===== config.mk =====
export PLATFORM = sky130hd
export DESIGN_NAME = vga_sprite_engine
export DESIGN_NICKNAME = d
export VERILOG_FILES = /design/src/rtl/vga_pkg.sv /design/src/rtl/vga_raster_timing.sv /design/src/rtl/vga_sprite_engine.sv
export SDC_FILE = /design/constraint.sdc
export NUM_CORES = 1
export LEC_CHECK = 0
export ABC_CLOCK_PERIOD_IN_PS = 26500
export BUFFER_PORTS_ARGS = -buffer_cell sky130_fd_sc_hd__buf_2
export CAP_MARGIN = 20
export CORE_MARGIN = 3
export CORE_UTILIZATION = 49
export CTS_BUF_LIST = sky130_fd_sc_hd__clkbuf_8
export DETAILED_ROUTE_END_ITERATION = 6
export PLACE_DENSITY = 0.65
export SLEW_MARGIN = 20
export SYNTH_ARGS = -nofsm -noshare
export SYNTH_HDL_FRONTEND = slang
export SYNTH_SLANG_ARGS = --single-unit

===== constraint.sdc =====
create_clock -name clk_148MHz -period 26.5 [get_ports clk_148MHz]
set_input_delay 0 -clock clk_148MHz [delete_from_list [all_inputs] [get_ports clk_148MHz]]
set_output_delay 0 -clock clk_148MHz [all_outputs]
set_load 0.005 [all_outputs]

===== src/rtl/vga_pkg.sv =====
// Shared mode encoding, 12-bit RGB colour constants and raster timing helpers
// for the VGA pixel pipeline.
package vga_pkg;

  typedef enum logic [1:0] {
    MODE_SOLID  = 2'd0,
    MODE_BANDS  = 2'd1,
    MODE_MANUAL = 2'd2,
    MODE_BOUNCE = 2'd3
  } mode_e;

  localparam logic [11:0] BLUE   = 12'h00F;
  localparam logic [11:0] ORANGE = 12'hFC0;
  localparam logic [11:0] RED    = 12'hF00;
  localparam logic [11:0] BAR    = 12'h68D;
  localparam logic [11:0] WHITE  = 12'hFFF;
  localparam logic [11:0] SOLID  = 12'hF3C;

  function automatic int line_total(input int active, input int fp, input int sync, input int bp);
    return active + fp + sync + bp;
  endfunction

endpackage


===== src/rtl/vga_raster_timing.sv =====
// Stage-0 raster counters with sync windows, active-area flag and the
// combinational pre-pulse that marks the first vblank pixel.
module vga_raster_timing
  import vga_pkg::*;
#(
  parameter int H_ACTIVE = 1920,
  parameter int H_FP     = 88,
  parameter int H_SYNC   = 44,
  parameter int H_BP     = 148,
  parameter int V_ACTIVE = 1080,
  parameter int V_FP     = 4,
  parameter int V_SYNC   = 5,
  parameter int V_BP     = 36,
  parameter int CW       = 12
) (
  input  logic          clk_148MHz,
  input  logic          reset_n,
  output logic [CW-1:0] hc,
  output logic [CW-1:0] vc,
  output logic          h_sync_win,
  output logic          v_sync_win,
  output logic          active,
  output logic          tick_pre
);

  localparam int H_TOTAL = line_total(H_ACTIVE, H_FP, H_SYNC, H_BP);
  localparam int V_TOTAL = line_total(V_ACTIVE, V_FP, V_SYNC, V_BP);

  localparam logic [CW-1:0] H_LAST = CW'(H_TOTAL - 1);
  localparam logic [CW-1:0] V_LAST = CW'(V_TOTAL - 1);
  localparam logic [CW-1:0] H_ACT  = CW'(H_ACTIVE);
  localparam logic [CW-1:0] V_ACT  = CW'(V_ACTIVE);
  localparam logic [CW-1:0] HS_BEG = CW'(H_ACTIVE + H_FP);
  localparam logic [CW-1:0] HS_END = CW'(H_ACTIVE + H_FP + H_SYNC - 1);
  localparam logic [CW-1:0] VS_BEG = CW'(V_ACTIVE + V_FP);
  localparam logic [CW-1:0] VS_END = CW'(V_ACTIVE + V_FP + V_SYNC - 1);

  // NOTE: state registers use non-blocking assignments so every flop samples pre-edge values.
  always_ff @(posedge clk_148MHz or negedge reset_n) begin
    if (!reset_n) begin
      hc <= '0;
      vc <= '0;
    end else if (hc == H_LAST) begin
      hc <= '0;
      vc <= (vc == V_LAST) ? '0 : vc + CW'(1);
    end else begin
      hc <= hc + CW'(1);
    end
  end

  always_comb begin
    h_sync_win = (hc >= HS_BEG) && (hc <= HS_END);
    v_sync_win = (vc >= VS_BEG) && (vc <= VS_END);
    active     = (hc < H_ACT) && (vc < V_ACT);
    tick_pre   = (hc == '0) && (vc == V_ACT);
  end

endmodule


===== src/rtl/vga_sprite_engine.sv =====
// Raster-timed renderer for a tri-colour circular sprite over a gap-bar obstacle;
// sprite moves by buttons or auto-bounce, committing only at vblank start.
module vga_sprite_engine
  import vga_pkg::*;
#(
  parameter int H_ACTIVE        = 1920,
  parameter int H_FP            = 88,
  parameter int H_SYNC          = 44,
  parameter int H_BP            = 148,
  parameter int V_ACTIVE        = 1080,
  parameter int V_FP            = 4,
  parameter int V_SYNC          = 5,
  parameter int V_BP            = 36,
  parameter bit HSYNC_POL       = 1'b1,
  parameter bit VSYNC_POL       = 1'b1,
  parameter int CW              = 12,
  parameter int RADIUS          = 100,
  parameter int STEP            = 2,
  parameter int FRAMES_PER_STEP = 1,
  parameter int BAR_X0          = 1400,
  parameter int BAR_W           = 200,
  parameter int GAP_Y0          = 600,
  parameter int GAP_Y1          = 850
) (
  input  logic          clk_148MHz,
  input  logic          reset_n,
  input  logic [1:0]    mode,
  input  logic          btnU,
  input  logic          btnD,
  input  logic          btnL,
  input  logic          btnR,
  output logic          hsync,
  output logic          vsync,
  output logic          video_on,
  output logic [CW-1:0] h_count,
  output logic [CW-1:0] v_count,
  output logic [3:0]    vgaRed,
  output logic [3:0]    vgaGreen,
  output logic [3:0]    vgaBlue,
  output logic          frame_tick
);

  localparam int PW    = CW + 2;
  localparam int SW    = 2 * CW + 2;
  localparam int DIV_W = $clog2(FRAMES_PER_STEP + 1);

  typedef logic signed [PW-1:0] pos_t;

  localparam pos_t P_R    = pos_t'(RADIUS);
  localparam pos_t P_STEP = pos_t'(STEP);
  localparam pos_t X_MAX  = pos_t'(H_ACTIVE - 1 - RADIUS);
  localparam pos_t Y_MAX  = pos_t'(V_ACTIVE - 1 - RADIUS);
  localparam pos_t X_HOME = pos_t'(H_ACTIVE / 2);
  localparam pos_t Y_HOME = pos_t'(V_ACTIVE / 2);
  localparam pos_t BAR_L  = pos_t'(BAR_X0);
  localparam pos_t BAR_R  = pos_t'(BAR_X0 + BAR_W - 1);
  localparam pos_t GAP_T  = pos_t'(GAP_Y0);
  localparam pos_t GAP_B  = pos_t'(GAP_Y1);
  localparam pos_t SEG1   = pos_t'((2 * RADIUS) / 3);
  localparam pos_t SEG2   = pos_t'((4 * RADIUS) / 3);

  localparam logic signed [SW-1:0] R_SQ     = SW'(RADIUS * RADIUS);
  localparam logic [CW-1:0]        THIRD1   = CW'(H_ACTIVE / 3);
  localparam logic [CW-1:0]        THIRD2   = CW'((2 * H_ACTIVE) / 3);
  localparam logic [DIV_W-1:0]     DIV_LAST = DIV_W'(FRAMES_PER_STEP - 1);

  logic [CW-1:0] hc, vc;
  logic          hs_win, vs_win, active, tick_pre;

  vga_raster_timing #(
    .H_ACTIVE(H_ACTIVE), .H_FP(H_FP), .H_SYNC(H_SYNC), .H_BP(H_BP),
    .V_ACTIVE(V_ACTIVE), .V_FP(V_FP), .V_SYNC(V_SYNC), .V_BP(V_BP),
    .CW(CW)
  ) u_timing (
    .clk_148MHz(clk_148MHz),
    .reset_n   (reset_n),
    .hc        (hc),
    .vc        (vc),
    .h_sync_win(hs_win),
    .v_sync_win(vs_win),
    .active    (active),
    .tick_pre  (tick_pre)
  );

  mode_e cur_mode;
  assign cur_mode = mode_e'(mode);

  // Buttons packed {U, D, L, R}.
  logic [3:0] btn_meta, btn_sync;
  always_ff @(posedge clk_148MHz or negedge reset_n) begin
    if (!reset_n) begin
      btn_meta <= '0;
      btn_sync <= '0;
    end else begin
      btn_meta <= {btnU, btnD, btnL, btnR};
      btn_sync <= btn_meta;
    end
  end

  pos_t             cx, cy, nx, ny, nx_c, ny_c;
  logic             vx_neg, vy_neg;
  logic [DIV_W-1:0] div;
  logic             hit_xl, hit_xh, hit_yl, hit_yh, bar_hit;

  // NOTE: every always_comb output gets a default first so no path can infer a latch.
  always_comb begin
    nx = cx;
    ny = cy;
    if (cur_mode == MODE_BOUNCE) begin
      nx = vx_neg ? cx - P_STEP : cx + P_STEP;
      ny = vy_neg ? cy - P_STEP : cy + P_STEP;
    end else begin
      if (btn_sync[0] && !btn_sync[1]) nx = cx + P_STEP;
      else if (btn_sync[1] && !btn_sync[0]) nx = cx - P_STEP;
      if (btn_sync[2] && !btn_sync[3]) ny = cy + P_STEP;
      else if (btn_sync[3] && !btn_sync[2]) ny = cy - P_STEP;
    end
    // Touching an edge counts as a hit; the clamp is the identity there.
    hit_xl  = nx <= P_R;
    hit_xh  = nx >= X_MAX;
    hit_yl  = ny <= P_R;
    hit_yh  = ny >= Y_MAX;
    nx_c    = hit_xl ? P_R : (hit_xh ? X_MAX : nx);
    ny_c    = hit_yl ? P_R : (hit_yh ? Y_MAX : ny);
    bar_hit = (nx_c + P_R >= BAR_L) && (nx_c - P_R <= BAR_R) &&
              ((ny_c - P_R <= GAP_T) || (ny_c + P_R >= GAP_B));
  end

  always_ff @(posedge clk_148MHz or negedge reset_n) begin
    if (!reset_n) begin
      cx     <= X_HOME;
      cy     <= Y_HOME;
      vx_neg <= 1'b0;
      vy_neg <= 1'b0;
      div    <= '0;
    end else if (frame_tick) begin
      div <= (div == DIV_LAST) ? '0 : div + DIV_W'(1);
      if (div == DIV_LAST) begin
        case (cur_mode)
          MODE_MANUAL: begin
            cx <= bar_hit ? X_HOME : nx_c;
            cy <= bar_hit ? Y_HOME : ny_c;
          end
          MODE_BOUNCE: begin
            if (bar_hit) begin
              vx_neg <= ~vx_neg;
            end else begin
              cx <= nx_c;
              cy <= ny_c;
              if (hit_xl) vx_neg <= 1'b0;
              else if (hit_xh) vx_neg <= 1'b1;
              if (hit_yl) vy_neg <= 1'b0;
              else if (hit_yh) vy_neg <= 1'b1;
            end
          end
          default: ;
        endcase
      end
    end
  end

  logic signed [CW:0]   dx, dy;
  logic signed [SW-1:0] dx_w, dy_w, dist_sq;
  pos_t                 rel, hx, vy;
  logic                 in_circle, on_bar;
  logic [11:0]          rgb_d;

  always_comb begin
    dx        = $signed({1'b0, hc}) - cx[CW:0];
    dy        = $signed({1'b0, vc}) - cy[CW:0];
    dx_w      = {{(SW-CW-1){dx[CW]}}, dx};
    dy_w      = {{(SW-CW-1){dy[CW]}}, dy};
    dist_sq   = dx_w * dx_w + dy_w * dy_w;
    in_circle = dist_sq <= R_SQ;
    rel       = $signed({dx[CW], dx}) + P_R;
    hx        = $signed({2'b00, hc});
    vy        = $signed({2'b00, vc});
    on_bar    = (hx >= BAR_L) && (hx <= BAR_R) && ((vy <= GAP_T) || (vy >= GAP_B));
    rgb_d     = '0;
    if (active) begin
      case (cur_mode)
        MODE_SOLID: rgb_d = SOLID;
        MODE_BANDS: rgb_d = (hc < THIRD1) ? BLUE : ((hc < THIRD2) ? ORANGE : RED);
        default: begin
          if (in_circle) rgb_d = (rel < SEG1) ? BLUE : ((rel < SEG2) ? ORANGE : RED);
          else if (on_bar) rgb_d = BAR;
          else rgb_d = WHITE;
        end
      endcase
    end
  end

  // Stage 1: every pin-facing output comes from this one register rank.
  always_ff @(posedge clk_148MHz or negedge reset_n) begin
    if (!reset_n) begin
      hsync                      <= ~HSYNC_POL;
      vsync                      <= ~VSYNC_POL;
      video_on                   <= 1'b0;
      h_count                    <= '0;
      v_count                    <= '0;
      {vgaRed, vgaGreen, vgaBlue} <= '0;
      frame_tick                 <= 1'b0;
    end else begin
      hsync                      <= hs_win ? HSYNC_POL : ~HSYNC_POL;
      vsync                      <= vs_win ? VSYNC_POL : ~VSYNC_POL;
      video_on                   <= active;
      h_count                    <= hc;
      v_count                    <= vc;
      {vgaRed, vgaGreen, vgaBlue} <= rgb_d;
      frame_tick                 <= tick_pre;
    end
  end

endmodule


**Word-level counts from Yosys, hierarchy flattened**

Cells that the tools add are included.

- Bits of input ports: 8
- Flip-flop bits (word level): 103
- Output and inout port bits: 40
- Logic and storage cells: 130

- Reduce and logical (&&, ||, !) cells: 26
- $add $sub $neg: 15
- Equal/unequal tests: 7
- $lt $le $gt $ge: 23
- Bitwise logic cells: 3
- Muxes and demuxes: 36
- Multipliers: 2

Operator list:

| operator | number |
|---|---|
| $mux 14 | 16 |
| $mux 12 | 7 |
| $pmux 14 s2 | 2 |
| $mul 13x13->26 | 2 |
| $ge 12x11->1 const B | 3 |
| $lt 12x11->1 const B | 3 |
| $add 14x3->14 const B | 2 |
| $add 14x8->14 const B | 2 |
| $ge 14x11->1 const B | 2 |
| $ge 14x12->1 const B | 2 |
| $le 14x8->1 const B | 2 |
| $sub 14x3->14 const B | 2 |
| $sub 14x8->14 const B | 2 |
| $add 26x26->26 | 1 |
| $le 26x15->1 const B | 1 |
| $sub 13x13->13 | 2 |
| $add 12x1->12 const B | 2 |
| $eq 12x11->1 const B | 2 |
| $le 12x11->1 const B | 2 |
| $pmux 12 s2 | 1 |
| $mux 8 | 2 |
| $add 13x8->14 const B | 1 |
| $le 14x11->1 const B | 1 |
| $le 14x12->1 const B | 1 |
| other kinds (22) | 49 |

**Longest topological paths before layout**

Gate-level depths: netlist of run 1.

- Depth after elaboration: 14
- Gate-level depth with buffers: 43
- Depth with buffers taken out: 42

**Modules after synthesis**

A second synthesis of run 1 with hierarchy kept.

- Cell total of the unflattened synthesis: 2248
- Area total of the unflattened synthesis: 20028.0 sq um

Modules (own cells, without submodules):

| module | cells each | sequential area each (sq um) | times used | area an instance (sq um) |
|---|---|---|---|---|
| vga_sprite_engine | 2112 | 1861.8 | 1 | 18714.2 |
| vga_raster_timing | 136 | 600.6 | 1 | 1313.8 |

**Least setup slack after synthesis of run 1**

No wires, ideal clock.

- Path kind: register to register
- Start point: register cy[2]
- End point: register vgaRed[0]
- Period minus slack after synthesis: 10342 ps
- Data required time: 26374 ps
- Slack: 16158 ps
- Cell stages (with the launch flop): 41
- Arrival time: 10216 ps
- Library setup time: 126 ps
- Path buffers: 2
- Cells stage by stage: dfstp_2 -> clkbuf_1 -> inv_1 -> ha_1 -> nor2b_1 -> o21ai_0 -> a21boi_0 -> o21ai_0 -> a21boi_0 -> o21ai_0 -> nand2b_1 -> a21o_1 -> a21o_1 -> a21o_1 -> a21o_1 -> xnor2_1 -> inv_1 -> clkbuf_1 -> [5 not listed] -> fa_1 -> fa_1 -> fa_1 -> fa_1 -> inv_1 -> fa_1 -> inv_1 -> ha_1 -> and4_1 -> a311o_1 -> a21o_1 -> a2111oi_0 -> a21oi_1 -> nor3_1 -> a41o_1 -> nand2_1 -> a21oi_1 -> nor3_1

- Cells in the longest elaborated chain, start to end: 7

RTL lines:

| item | RTL line | text |
|---|---|---|
| from (decl) | vga_sprite_engine.sv:100 | `pos_t cx, cy, nx, ny, nx_c, ny_c;` |
| from (signal assigned) | vga_sprite_engine.sv:142 | `cy <= bar_hit ? Y_HOME : ny_c;` |
| from (signal assigned) | vga_sprite_engine.sv:149 | `cy <= ny_c;` |
| $sub 13x13->13 | vga_sprite_engine.sv:170 | `dy = $signed({1'b0, vc}) - cy[CW:0];` |
| $mul 13x13->26 | vga_sprite_engine.sv:173 | `dist_sq = dx_w * dx_w + dy_w * dy_w;` |
| $add 26x26->26 | vga_sprite_engine.sv:173 |  |
| $le 26x15->1 | vga_sprite_engine.sv:174 | `in_circle = dist_sq <= R_SQ;` |
| $mux 12 | vga_sprite_engine.sv:185 | `if (in_circle) rgb_d = (rel < SEG1) ? BLUE : ((rel < SEG2) ? ORANGE : RED);` |
| $pmux 12 s2 | vga_sprite_engine.sv:181 | `case (cur_mode)` |
| $mux 12 | vga_sprite_engine.sv:180 | `if (active) begin` |
| to (signal assigned) | vga_sprite_engine.sv:209 | `{vgaRed, vgaGreen, vgaBlue} <= rgb_d;` |
| to (decl) | vga_sprite_engine.sv:37 | `output logic [3:0] vgaRed,` |

Every way passes these cells.
A chain may end at the register's enable or synchronous reset.

**Worst setup path in the final report of run 1**

- Start point: register cx[2]
- End point: register vgaGreen[2]

- Cells in the longest elaborated chain, start to end: 8

RTL lines:

| item | RTL line | text |
|---|---|---|
| from (decl) | vga_sprite_engine.sv:100 |  |
| from (signal assigned) | vga_sprite_engine.sv:141 | `cx <= bar_hit ? X_HOME : nx_c;` |
| from (signal assigned) | vga_sprite_engine.sv:148 | `cx <= nx_c;` |
| $sub 13x13->13 * | vga_sprite_engine.sv:169 | `dx = $signed({1'b0, hc}) - cx[CW:0];` |
| parallel branches: the longest is 4 deep, another holds $mul 13x13->26 | n/a |  |
| $mux 12 * | vga_sprite_engine.sv:185 |  |
| $pmux 12 s2 * | vga_sprite_engine.sv:181 |  |
| $mux 12 * | vga_sprite_engine.sv:180 |  |
| via rgb_d[6] | vga_sprite_engine.sv:166 | `logic [11:0] rgb_d;` |
| to (signal assigned) | vga_sprite_engine.sv:209 |  |
| to (decl) | vga_sprite_engine.sv:38 | `output logic [3:0] vgaGreen,` |

Mark *: on every way through the listed nets, which the timed path passes.

==> summary.md, run 1 <==
| Metric | Value |
|---|---|
| First-pass DRT Iterations | 6 |
| Clock Sink Count | 98 |
| CP max FO | 18 |
| R2r setup slk | ~16,000 ps |
| Worst-Margin Slew | 1090 ps |
| Count of final setup violators | 0 |
| Leak | 10.3 nW |
| CP Data Required Time | 26,800 ps |
| Die Y-Extent | 205 µm |
| XOR/XNOR Fraction of Synth Area | 4.99% |
| Final slew viol count | 0 |
| P_sw | 0.0000947 W |
| DIE AREA | 42,200 µm² |
| Initial antenna violation count | 0 |
| Row count | between 70 and 80 |
| Peak Freq | 0.0915 GHz |
| Max-slew headroom | 26.9% |
| Top FF cell, synth | dfrtp_1 |
| Post-route minimum period | 10,930 ps |
| YS warnings | 0 |
| H-tree levels | 3 |
| Internal | 0.000211 W |
| DP HPWL | 41,600 µm |
| Mapped Cells | 2,154 |
| CP dominant cell by count | fa_1 |
| # DRC | 0 |
| Largest family of logic cells by synthesized area | adder cells |
| Layout cells sized above 1 | 6.75% |
| Root Driver | clkbuf_8 |
| Gp weighted congestion | 0.935 |
| Top-count cell post-synth | inv_1 |
| Share of the yosys chip area belonging to registers | 12.6% |
| Critical path class | reg -> reg |
| Clock transition at the registers of the reported paths | 120 ps |
| IO Count | 48 |
| EDFF count, synth | 0 |
| Skew-Pair Late Insertion Delay | 410 ps |
| Post-synthesis mux area share | between 1.5 and 2% |
| Area fraction of the dominant cell type after synthesis | 34.7% |
| Total number of vias | 15,100 |
| Combinational share of power | 15.1% |
| Share of flip-flops with an asynchronous set or reset | 100% |
| Critical Path Max Stage Delay | 690 ps |
| Placed cell count | 2,676 |
| RSZ-0062 raised after global routing | false |
| CP endpoint | vgaGreen[2] |
| Port bufs | 47 |
| CORE AREA | 39,000 µm² |
| Post_cts resized | 0 |
| Nets | 2,672 |
| Largest net degree at the start of global routing | a little over 60 |
| Post-route ant nets | 0 |
| Max_cap viols | 0 |
| Top cells by count, synth | 472 x inv_1, 338 x fa_1, 180 x nor2_1 |
| Synthesized flop and latch total | 98 |
| RR Startpoint | cx[2] |
| Postcts setup bufs | 0 |
| Vias per cell | 5.59 |
| Max Root-Sink Buffers | 2 |
| Area growth, synth to finish | 5.16% |
| Largest area contributor in the netlist | fa_1 |
| Global-route usage over all layers | between 20% and 30% |
| Sw frac | 30.9% |
| Clk pwr share | 35.3% |
| Syn Nets | 2,652 |
| Cts bufs inserted | 9 |
| Netlist cell types | 98 |
| Die Width | 205 µm |
| Final Skew | 24.3 ps |
| Final std cells w/o fill | 2,697 |
| VDD IR max | 0.0250 mV |
| Post-synthesis average cell area | ~9.1 µm² |
| Worst EP arrival | 11,230 ps |
| Final WL | 49,300 µm |
| Grt total ovfl | 0 |
| CP startpoint kind | register |
| Post-synthesis instance area | a little under 20,000 µm² |
| WL per Instance | approximately 18 µm |
| Initial Util | 50.0% |
| Ant. Diodes | 0 |
| RR Endpoint | vgaGreen[2] |
| PnR worst setup slack | 15,570 ps |
| Adder-Cell Fraction of Synth Area | 44.5% |
| First-pass GRT wire length | 80,700 µm |
| 1st-iter DRT viols | 1,137 |
| Synth top area cells | fa_1 35%, dfrtp_1 12%, ha_1 9.8% |
| Compound-cell area share of the yosys netlist | 11.2% |
| Vias in the first global route | 15,300 |
| CTS tree | done |
| Sequential Power Share | 49.5% |
| Critical Path Source | cx[2] |
| Status | finished clean |
| Final Hold Viols | 0 |
| Crit end category | register |
| Cell Pwr Density | ~15 nW/µm² |
| Sum of negative setup slack | 0 ps |
| DP Worst Slack | 15,760 ps |
| Worst r2r path cells | 37 |
| Post-Synth Simple-Gate Area | approximately 14% |
| Final cycle utilization of the critical path | 41.3% |
| Slowest CP cell | fa_1 |
| Hold crit path type | in -> reg |
worst max-delay path: cells and delay by family (launching register included):
family	cells	cell delay, ps
adders and majority gates	9	4670
xor gates and xnor gates	1	180
AOI/OAI and AO/OA	13	3140
and+or+nand+nor	7	1300
DFF	1	480
buffers and inverters	7	1060
metrics by stage:
step	power, W	utilization [%]	hold WS [ps]	area (µm²)
final	0.000306	52.6	98.3	20500
after global routing	0.000320	52.6	113	20500
after CTS	0.000309	52.6	74.5	20500
after detailed placement	0.000199	51.9	25.4	20200
after global placement	0.000199	51.9	27.1	20200
after floorplan	0.000186	-	-296	19500
logic make-up (layout without fill, tap and decap cells):
group	count (synthesis)	after routing
AOI/OAI and AO/OA	308	308
xor gates and xnor gates	106	106
adders and majority gates	490	490
buffers and inverters	546	571
DFF	98	98
muxes	27	27
other	1	1
and+or+nand+nor	578	578
power by group through the flow:
stage	logic (W)	clock network [W]	registers, W
4_1_cts	0.0000458	0.000112	0.000152
5_1_grt	0.0000508	0.000117	0.000152
2_1_floorplan	0.0000318	0	0.000154
3_5_place_dp	0.0000449	0	0.000154
3_3_place_gp	0.0000445	0	0.000154
6_report	0.0000464	0.000108	0.000152
timing repair:
item / in CTS / in global routing
endpoints found under the setup margin: 0 / 0
endpoints found under the hold margin: 41 / 0
hold buffers: 5 / 0
cells in the final DEF, fill, tap and decap left out, drive strengths merged, types with 9 or more instances in the layout:
cell	count
dfrtp	90
a21boi	11
nor3	43
xor2	30
inv	475
clkinv	12
a21oi	59
o21ai	69
and3	11
and2	20
clkbuf	9
nand2	150
nor4	20
fa	338
a21o	32
nor2b	18
nand3	43
xnor2	76
buf	68
nand2b	25
o31ai	10
a31oi	21
mux2i	20
ha	152
nand4	15
o21a	12
or3	14
o221ai	12
nor2	180
final cells by class:
class	instances	area, µm²
Fill cell	3555	18500
Timing Repair Buffer	73	445
Inverter	482	1810
Multi-Input combinational cell	1510	14900
Clock inverter	7	87.6
Tap cell	518	648
Sequential cell	98	2460
Clock buffer	9	124
metal layers:
| metal | track usage, % | vias up | wire length [µm] |
|---|---|---|---|
| li1 | - | 6903 | - |
| met1 | 35.1 | 7574 | 21500 |
| met2 | 39.0 | 527 | 23600 |
| met3 | 3.34 | 70 | 3130 |
| met4 | 5.78 | 0 | 1150 |
| met5 | 0 | - | 0 |
worst min path at each step:
stage / startpoint / end / slack, ps / depth (start not counted)
global route: mode[1] / vgaGreen[1] / 110 / 3
finish: mode[1] / vgaGreen[1] / 100 / 3
global placement: reset_n / vsync / 30 / 1
detailed placement: reset_n / vsync / 30 / 1
CTS: mode[1] / vgaGreen[1] / 70 / 3
floorplan: reset_n / btn_meta[0] / -300 / 0
state kept, by name, indices dropped and copies added (netlist names):
| signal | count |
|---|---|
| vsync | 1 |
| u_timing.vc | 12 |
| video_on | 1 |
| cx | 14 |
| btn_meta | 4 |
| vy_neg | 1 |
| frame_tick | 1 |
| vgaGreen | 3 |
| u_timing.hc | 12 |
| vx_neg | 1 |
| vgaRed | 2 |
| h_count | 12 |
| v_count | 12 |
| vgaBlue | 3 |
| btn_sync | 4 |
| cy | 14 |
| hsync | 1 |
Power figures use the tool's default switching activity.
==> inputs of run 2 (changes only) <==
--- a/config.mk
+++ b/config.mk
@@ -5,7 +5,7 @@
 export SDC_FILE = /design/constraint.sdc
 export NUM_CORES = 1
 export LEC_CHECK = 0
-export ABC_CLOCK_PERIOD_IN_PS = 26500
+export ABC_CLOCK_PERIOD_IN_PS = 11400
 export BUFFER_PORTS_ARGS = -buffer_cell sky130_fd_sc_hd__buf_2
 export CAP_MARGIN = 20
 export CORE_MARGIN = 3
==> constraint.sdc (replaced) <==
create_clock -name clk_148MHz -period 11.4 [get_ports clk_148MHz]
set_input_delay 0 -clock clk_148MHz [delete_from_list [all_inputs] [get_ports clk_148MHz]]
set_output_delay 0 -clock clk_148MHz [all_outputs]
set_load 0.005 [all_outputs]
==> run 2 against run 1 <==
Against the previous run:
- utilization grew 0.15 points
- sequential share of layout area is essentially flat
- worst setup slack lost 15000 ps
- clock power grew 140%
- sequential cell count is the same
- via count shrank 0.84%
- critical path depth grew 3
- routed wire length shrank 0.27%
- critical endpoint is now vgaRed[0]
- largest cell class unchanged
- cell count grew 0.22%
- die area is the same
- combinational power grew 130%
- worst hold slack is essentially flat
==> summary.md, run 2 (synthesis results as in run 1) <==
| Metric | Value |
|---|---|
| Status | finished clean |
| Row count | 72 |
| Cts bufs inserted | 9 |
| Leak | 10.3 nW |
| Final slew viol count | 0 |
| CP max FO | 18 |
| Postcts setup bufs | 0 |
| Vias per cell | 5.53 |
| Worst r2r path cells | 40 |
| First-pass GRT wire length | 80,700 µm |
| CP startpoint kind | register |
| WL per Instance | 18.2 µm |
| Die Y-Extent | 205 µm |
| Area growth, synth to finish | 5.46% |
| Crit end category | register |
| Sum of negative setup slack | 0 ps |
| Skew-Pair Late Insertion Delay | roughly 410 ps |
| Most frequent cells in the layout | 471 x inv_1, 338 x fa_1, 180 x nor2_1, 152 x ha_1, 149 x nand2_1 |
| Critical Path Source | cy[2] |
| Cell Pwr Density | between 30 and 40 nW/µm² |
| Root Driver | clkbuf_8 |
| Grt total ovfl | 0 |
| Max Root-Sink Buffers | 2 |
| CP Data Required Time | 11,700 ps |
| FF/Latch Area | 2460 µm² |
| CTS tree | done |
| Final std cells w/o fill | 2,703 |
| Hold crit path type | in -> reg |
| Peak Freq | roughly 0.094 GHz |
| Critical path class | reg -> reg |
| RR Endpoint | vgaRed[0] |
| Final WL | 49,200 µm |
| Gp weighted congestion | between 0.9 and 1 |
| Placed cell count | 2,682 |
| Hold path start | mode[1] |
| CORE AREA | 39,000 µm² |
| Count of final setup violators | 0 |
| Final Hold Viols | 0 |
| Vias in the first global route | 15,200 |
| Max_cap viols | 0 |
| Clock transition at the registers of the reported paths | 100 ps |
| Worst-Margin Slew | 1050 ps |
| Final Skew | ~17 ps |
| Global-route usage over all layers | 24.3% |
| Worst Hold Depth | 3 |
| RSZ-0062 raised after global routing | false |
| Layout cells sized above 1 | 7.05% |
| Largest regs | cx (14), cy (14) |
| Final cycle utilization of the critical path | between 90% and 100% |
| Worst EP arrival | 10,910 ps |
| DP HPWL | about 41,000 µm |
| Port bufs | 47 |
| Multi-input logic area | 14,900 µm² |
| Critical Path Max Stage Delay | ~630 ps |
| Total number of vias | 14,900 |
| Largest net degree at the start of global routing | 60 |
| Nets | ~2,700 |
| VDD IR max | 0.0687 mV |
| Post-route ant nets | 0 |
| Max-slew headroom | between 20% and 30% |
| DIE AREA | 42,200 µm² |
| Slowest CP cell | dfstp_2 |
| Fillers | 3,670 |
| Ant. Diodes | 0 |
| Post-route minimum period | 10,620 ps |
| # DRC | 0 |
| Commonest non-fill, non-tap cell in the layout | inv_1 |
| CP dominant cell by count | fa_1 |
| H-tree levels | 3 |
| WHS Endpoint | vgaGreen[1] |
| Initial Util | 50.0% |
| IO Count | 48 |
| 1st-iter DRT viols | 930 |
| Die Width | 205 µm |
| First-pass DRT Iterations | 5 |
| R2r setup slk | 780 ps |
| Clock Sink Count | 98 |
| Initial antenna violation count | 0 |
| RR Startpoint | cy[2] |
## run 2: repair_timing
action / 4_1_cts / 5_1_grt
setup endpoints to repair: 0 / 2
hold buffers: 5 / 0
endpoints found under the hold margin: 43 / 0
gates resized for setup: 0 / 1
## run 2: layout make-up
cell class / count / area share, %
Inverter: 482 / 8.82
Clock buffer: 10 / 0.669
Clock inverter: 6 / 0.408
Multi-Input combinational cell: 1510 / 72.6
Tap cell: 518 / 3.15
Sequential cell: 98 / 12.0
Timing Repair Buffer: 79 / 2.39
## run 2: how the worst max path moves through the flow
stage,endpoint,cells past startpoint
2_1_floorplan,vgaRed[0],40
3_3_place_gp,vgaRed[0],40
3_5_place_dp,vgaGreen[2],40
4_1_cts,vgaGreen[2],40
5_1_grt,vgaRed[0],40
6_report,vgaRed[0],40
## run 2: power breakdown
group          internal, W  total (W)  switching (W)
combinational    0.0000356   0.000107      0.0000716
sequential        0.000350   0.000352     0.00000221
clock             0.000112   0.000258       0.000145
total             0.000498   0.000718       0.000219
## run 2: worst max-delay path, delay by kind of cell, from the launching register on
| kind | cells | cell delay, ps |
|---|---|---|
| flops | 1 | 630 |
| compound gates | 15 | 3400 |
| xor+xnor | 1 | 150 |
| fa+ha+maj | 9 | 4060 |
| simple gates | 7 | 1040 |
| buf+inv | 8 | 1210 |
## run 2: metal layers
metal | wire (µm) | track usage (%)
met1 | 21600 | 35.2
met2 | 23400 | 38.8
met3 | 2930 | 2.88
met4 | 1220 | 6.64
met5 | 0 | 0
## run 2: per-stage QoR
step	total power [W]	area, µm²	setup WS (ps)	hold slack [ps]	util (%)
after detailed placement	0.000463	20300	763	29.5	52.0
after global routing	0.000747	20600	11.6	96.2	52.7
after floorplan	0.000432	19500	1060	-296	-
after global placement	0.000462	20300	960	18.6	52.0
final	0.000718	20600	784	98.1	52.7
after CTS	0.000724	20600	719	56.3	52.7
